**config.mk**
```make
export PLATFORM = sky130hd
export DESIGN_NAME = fpnew_cast_result_buffer
export DESIGN_NICKNAME = d
export VERILOG_FILES = /design/src/rtl/fpnew_cast_result_buffer.sv
export SDC_FILE = /design/constraint.sdc
export NUM_CORES = 1
export LEC_CHECK = 0
export CORE_MARGIN = 2
export CORE_UTILIZATION = 45
export CTS_CLUSTER_SIZE = 40
export DETAILED_ROUTE_END_ITERATION = 12
export DONT_BUFFER_PORTS = 1
export GPL_TIMING_DRIVEN = 1
export PLACE_DENSITY_LB_ADDON = 0.12
export SYNTH_ARGS = -nofsm -noshare
export SYNTH_HDL_FRONTEND = slang
export SYNTH_SLANG_ARGS = --single-unit
export TNS_END_PERCENT = 10
```
**constraint.sdc**
```tcl
create_clock -name clk_i -period 5.3 [get_ports clk_i]
set_clock_uncertainty 0.1 [all_clocks]
set_input_delay 1.59 -clock clk_i [delete_from_list [all_inputs] [get_ports clk_i]]
set_output_delay 1.59 -clock clk_i [all_outputs]
set_load 0.1 [all_outputs]
```
**src/rtl/fpnew_cast_result_buffer.sv**
```systemverilog
`default_nettype none
// ============================================================================
// Module  : fpnew_cast_result_buffer
// Purpose : Decoupling FIFO behind the int-to-float cast unit. Buffers
//           {result, status, ext, tag}, NaN-boxes the head result to
//           OutWidth and accumulates sticky exception flags on retirement.
// Options : FPNEW_CAST_BUF_BYPASS_EN - zero-latency path when the FIFO is
//           empty (default build is purely buffered, 1-cycle latency).
// Rev     : 1.0 - initial release
// ============================================================================
module fpnew_cast_result_buffer #(
    parameter int unsigned Width    = 32,
    parameter int unsigned OutWidth = 64,
    parameter int unsigned Depth    = 4,
    parameter int unsigned TagWidth = 1
) (
    input  logic                     clk_i,
    input  logic                     rst_ni,
    input  logic [Width-1:0]         result_i,
    input  logic [4:0]               status_i,
    input  logic                     extension_bit_i,
    input  logic [TagWidth-1:0]      tag_i,
    input  logic                     in_valid_i,
    output logic                     in_ready_o,
    input  logic                     flush_i,
    output logic [OutWidth-1:0]      result_o,
    output logic [4:0]               status_o,
    output logic [TagWidth-1:0]      tag_o,
    output logic                     out_valid_o,
    input  logic                     out_ready_i,
    output logic [4:0]               fflags_o,
    input  logic                     fflags_clr_i,
    output logic [$clog2(Depth):0]   count_o,
    output logic                     busy_o
);

    localparam int unsigned AW = $clog2(Depth);
    localparam int unsigned PW = AW + 1;

    typedef struct packed {
        logic [Width-1:0]    result;
        logic [4:0]          status;
        logic                ext;
        logic [TagWidth-1:0] tag;
    } entry_t;

    entry_t          mem_q [Depth];
    logic [PW-1:0]   wr_ptr_q, wr_ptr_d;
    logic [PW-1:0]   rd_ptr_q, rd_ptr_d;
    logic [4:0]      fflags_q, fflags_d;

    entry_t          in_entry;
    entry_t          head_sel;
    entry_t          head;
    logic            full;
    logic            empty;
    logic            push;
    logic            pop;
    logic            byp_active;
    logic            byp_pop;
    logic            wr_en;
    logic            rd_en;

    assign in_entry = '{result: result_i, status: status_i,
                        ext: extension_bit_i, tag: tag_i};

    // Wrap bit distinguishes full from empty when the addresses coincide.
    assign full  = (wr_ptr_q[AW-1:0] == rd_ptr_q[AW-1:0]) &&
                   (wr_ptr_q[AW] != rd_ptr_q[AW]);
    assign empty = (wr_ptr_q == rd_ptr_q);

    // Ready never looks at out_ready_i, so no comb path downstream-to-upstream.
    assign in_ready_o = ~full & ~flush_i;
    assign push       = in_valid_i & in_ready_o;

`ifdef FPNEW_CAST_BUF_BYPASS_EN
    // An accepted input on an empty FIFO is presented straight away.
    assign byp_active = empty & push;
`else
    assign byp_active = 1'b0;
`endif

    assign out_valid_o = ~empty | byp_active;
    assign pop         = out_valid_o & out_ready_i;
    assign byp_pop     = byp_active & out_ready_i;
    // A bypassed entry that is consumed immediately never touches storage.
    assign wr_en       = push & ~byp_pop;
    assign rd_en       = pop & ~byp_active;

    // Head is forced to zero while nothing is valid so the outputs are
    // defined straight out of reset even though storage is not.
    assign head_sel = byp_active ? in_entry : mem_q[rd_ptr_q[AW-1:0]];
    assign head     = out_valid_o ? head_sel : '0;

    assign status_o = head.status;
    assign tag_o    = head.tag;

    generate
        if (OutWidth == Width) begin : g_passthru
            assign result_o = head.result;
        end else begin : g_nanbox
            assign result_o = {{(OutWidth-Width){head.ext}}, head.result};
        end
    endgenerate

    // Pointer next-state: flush resets both, otherwise advance on handshakes.
    always_comb begin
        wr_ptr_d = wr_ptr_q;
        rd_ptr_d = rd_ptr_q;
        if (flush_i) begin
            wr_ptr_d = '0;
            rd_ptr_d = '0;
        end else begin
            if (wr_en) wr_ptr_d = wr_ptr_q + PW'(1);
            if (rd_en) rd_ptr_d = rd_ptr_q + PW'(1);
        end
    end

    // Sticky flags: clear wins over accumulate; a clear coinciding with a
    // pop keeps the popped status. Flush leaves the flags alone.
    always_comb begin
        fflags_d = fflags_q;
        if (fflags_clr_i && pop) begin
            fflags_d = head.status;
        end else if (fflags_clr_i) begin
            fflags_d = 5'b0;
        end else if (pop) begin
            fflags_d = fflags_q | head.status;
        end
    end

    // Control state register with asynchronous reset.
    always_ff @(posedge clk_i or negedge rst_ni) begin
        if (!rst_ni) begin
            wr_ptr_q <= '0;
            rd_ptr_q <= '0;
            fflags_q <= 5'b0;
        end else begin
            wr_ptr_q <= wr_ptr_d;
            rd_ptr_q <= rd_ptr_d;
            fflags_q <= fflags_d;
        end
    end

    // Entry storage, intentionally without reset.
    always_ff @(posedge clk_i) begin
        if (wr_en) begin
            mem_q[wr_ptr_q[AW-1:0]] <= in_entry;
        end
    end

    assign fflags_o = fflags_q;
    assign count_o  = wr_ptr_q - rd_ptr_q;
    assign busy_o   = (count_o != '0);

endmodule
`default_nettype wire

```
==> impl_results.md, run 1 <==
- Final WS setup: -76.4 ps
- Synth Register Bits: 167
- First-pass iteration count of the detailed router: 6
- Max_slew headroom: a little under 40%
- Initial antenna violation count: 0
- CP Capture Point: result_o[55]
- Period minus WS final: roughly 5400 ps
- Pre-CTS setup slack: ~47 ps
- Most frequent cells in the layout: edfxtp_1 (156), buf_4 (63), mux4_2 (39)
- Critical Path Fanout Max: 25
- Crit path kind: reg -> out
- Final Max Slew Viols: 0
- TritonCTS clock tree: built
- Dpl hpwl: ~7400 um
- Via count: 3133
- Critical Path Stages: 6
- Routed Antenna Nets: 0
- Clock insertion delay at the later pin of the skew report: between 400 and 500 ps
- Placer Congestion: approximately 0.74
- Synth area leaders: edfxtp_1 (68%), mux4_2 (13%), dfrtp_1 (4.0%)
- Die span in x: about 130 um
- Syn Inst Count: ~350
- Layout Nets: 440
- First-pass GRT wire length: roughly 19000 um
- Worst Hold Class: reg -> reg
- Die height: about 130 um
- Multiplexer share of the synthesized area: 13.4%
- Complex-gate fraction of the synthesized area: 1.99%
- Final period util: 101%
- Failing checks: setup timing
- CP delay by family, top: buffers and inverters
- Port Buffer Count: 0
- Initial Utilization: a little under half
- WP data required: approximately 3600 ps
- Yosys top cell by area: edfxtp_1
- Area Overhead vs Synth: 16.2%
- Commonest non-fill, non-tap cell in the layout: edfxtp_1
- Share of layout cells above drive strength 1: between 40 and 50%
- Reg-to-Reg End: mem_q[0][38]$_DFFE_PP_
- Rows: 45
- Ant diodes: 0
- Syn Area/Cell: approximately 20 um2
- Post-DP Area: roughly 7400 um2
- CP cell instances: ha_4, and2_4, and2_4, nor2b_4, buf_12, buf_16
- Syn nets: around 400
- I/O Pins: ~130
- Wire length per cell: approximately 21 um
- Critical Path AT: approximately 3700 ps
- Clock-pin slew on the worst setup and hold paths: approximately 60 ps
- Placeable Area: roughly 15000 um2
- Critical Path End Type: output port
- RSZ-0062 raised after global routing: true
- Root buffer cell: clkbuf_16
- R2R cell count: 6
- Seq/Total Area, Yosys: between 70% and 80%
- Post-CTS Hold Fix Bufs: 0
- Synth Area in Simple Gates: 4.92%
- Status: finished, violations left
- Max Cap Viol: 0
- Final setup viols: 25
- Sink Count: 167
- Synth warnings: 0
- Endpoints failing hold: 0
- Drt via density: 5.33
- Filler cell count: 1208
- Synthesized area: ~6800 um2
- Fmax: around 190 MHz
- H-Tree Depth: 4
- Final WL: ~12000 um
- DRC errors left: 0
- Slowest cell delay on critical path: ~1800 ps
- Die area: 16200 um2
- CTS Buf Count: 17
- Crit-path slowest cell: buf_16
- Buf/Inv on CP: 2
- Overall Global Routing Usage: 16.5%
- Distinct cell type count after synthesis: 31
- GRT overflow: 0
- Startpoint types: flop
- Post-synthesis adder-cell area fraction: 1.57%
- Critical Path Start: rd_ptr_q[0]$_DFFE_PN0P_
- Design area: just under 8000 um2
- Largest family of logic cells by synthesized area: multiplexers
- Worst-Margin Slew: about 910 ps
- Share of the synthesized area in the top cell type: between 60% and 70%
- Final core occ: 52.9%
- Vias in the first global route: ~3.4k
- Worst R2R Setup Slack: 2560 ps
- Worst r2r src: rd_ptr_q[0]$_DFFE_PN0P_
- Maximum buffer depth of the clock tree: 2
- Crit path top cell by count: and2_4
- Post-Synth XOR/XNOR Area: 0.366%
- Initial DRC count: 199
- Largest net degree at the start of global routing: 42
## worst min-delay path by stage
stage	from	depth (start not counted)	end
final	wr_ptr_q[2]$_DFFE_PN0P_	1	wr_ptr_q[2]$_DFFE_PN0P_
after global routing	wr_ptr_q[2]$_DFFE_PN0P_	1	wr_ptr_q[2]$_DFFE_PN0P_
after CTS	wr_ptr_q[2]$_DFFE_PN0P_	1	wr_ptr_q[2]$_DFFE_PN0P_
after detailed placement	wr_ptr_q[2]$_DFFE_PN0P_	1	wr_ptr_q[2]$_DFFE_PN0P_
after global placement	wr_ptr_q[2]$_DFFE_PN0P_	1	wr_ptr_q[2]$_DFFE_PN0P_
after floorplan	wr_ptr_q[2]$_DFFE_PN0P_	1	wr_ptr_q[2]$_DFFE_PN0P_
## per-layer routing
layer	routed length, um	part of all wire, %	track usage, %
met5	0	0	0
met4	110	0.88	4.65
met3	780	6.2	6.32
met2	6410	51	27.3
met1	5190	42	20.3
## per-stage QoR
| stage | setup TNS (ps) | std cells | hold slack (ps) |
|---|---|---|---|
| floorplan | 0 | 348 | 484 |
| global placement | 0 | 551 | 504 |
| detailed placement | 0 | 551 | 543 |
| CTS | -2140 | 586 | 556 |
| global route | -3820 | 588 | 567 |
| finish | -1590 | 588 | 555 |
## sequential cells by signal, summed over array words and instances (netlist names)
register	count
fflags_o	5
wr_ptr_q	3
rd_ptr_q	3
mem_q	156
## synthesized netlist by cell type
cell type  number
nand2_1         4
buf_6           1
mux2_4          1
and2_4          1
a21oi_4         1
xnor2_1         1
mux4_2         39
clkbuf_1        2
nand2b_1        1
o31ai_1         1
dfrtp_1        11
or3_1           1
a22o_1          5
a311o_1         2
ha_1            7
fa_1            1
mux2i_1         1
inv_1          11
buf_2           9
a2111oi_0       2
xnor2_2         1
mux2_2          1
and2_1          1
edfxtp_1      156
o2111ai_1       1
buf_4          34
and3_1          4
nor2b_1        40
a211oi_1        2
o21a_1          1
nor2_1          5
## cell type report
class	instances	area [um2]	area share [%]
clock buffers	18	429	5.40
flip-flops and latches	167	4960	62.4
repair buffers	66	541	6.80
multi-input cells	124	1650	20.8
inverters	11	41.3	0.519
well taps	188	235	2.96
clock inverters	14	87.6	1.10
## worst reg2reg max path: stages, from the launching register on
cell     delay (ps)
dfrtp_4         490
ha_4            220
buf_4           130
nand2_1         110
o21a_1          230
and3_2          830
buf_4           330
## cell families (layout without fill, tap and decap cells)
family,after synthesis,count (layout)
AO/OA/AOI/OAI,15,15
XOR/XNOR,2,2
adder cells (fa/ha/maj),8,8
buffers and inverters,57,109
flip-flops,167,167
multiplexers,42,42
AND/OR/NAND/NOR,57,57
## what timing repair did
action | CTS | global route
setup endpoints to repair | 25 | 25
resized for setup | 5 | 1
pin swaps | 0 | 0
buffers inserted | 3 | 2
Power of run 1 is left out: the tool's default activity adds up to more than one toggle a clock period on the data nets, which glitch-free logic cannot reach.
==> run 2: changes to the inputs <==
ABC_CLOCK_PERIOD_IN_PS = 5300   (was default)
==> results of run 2 <==
Same layout as run 1: the final DEF is identical, and so are final timing and power.
Power of run 2 is left out for the same reason.
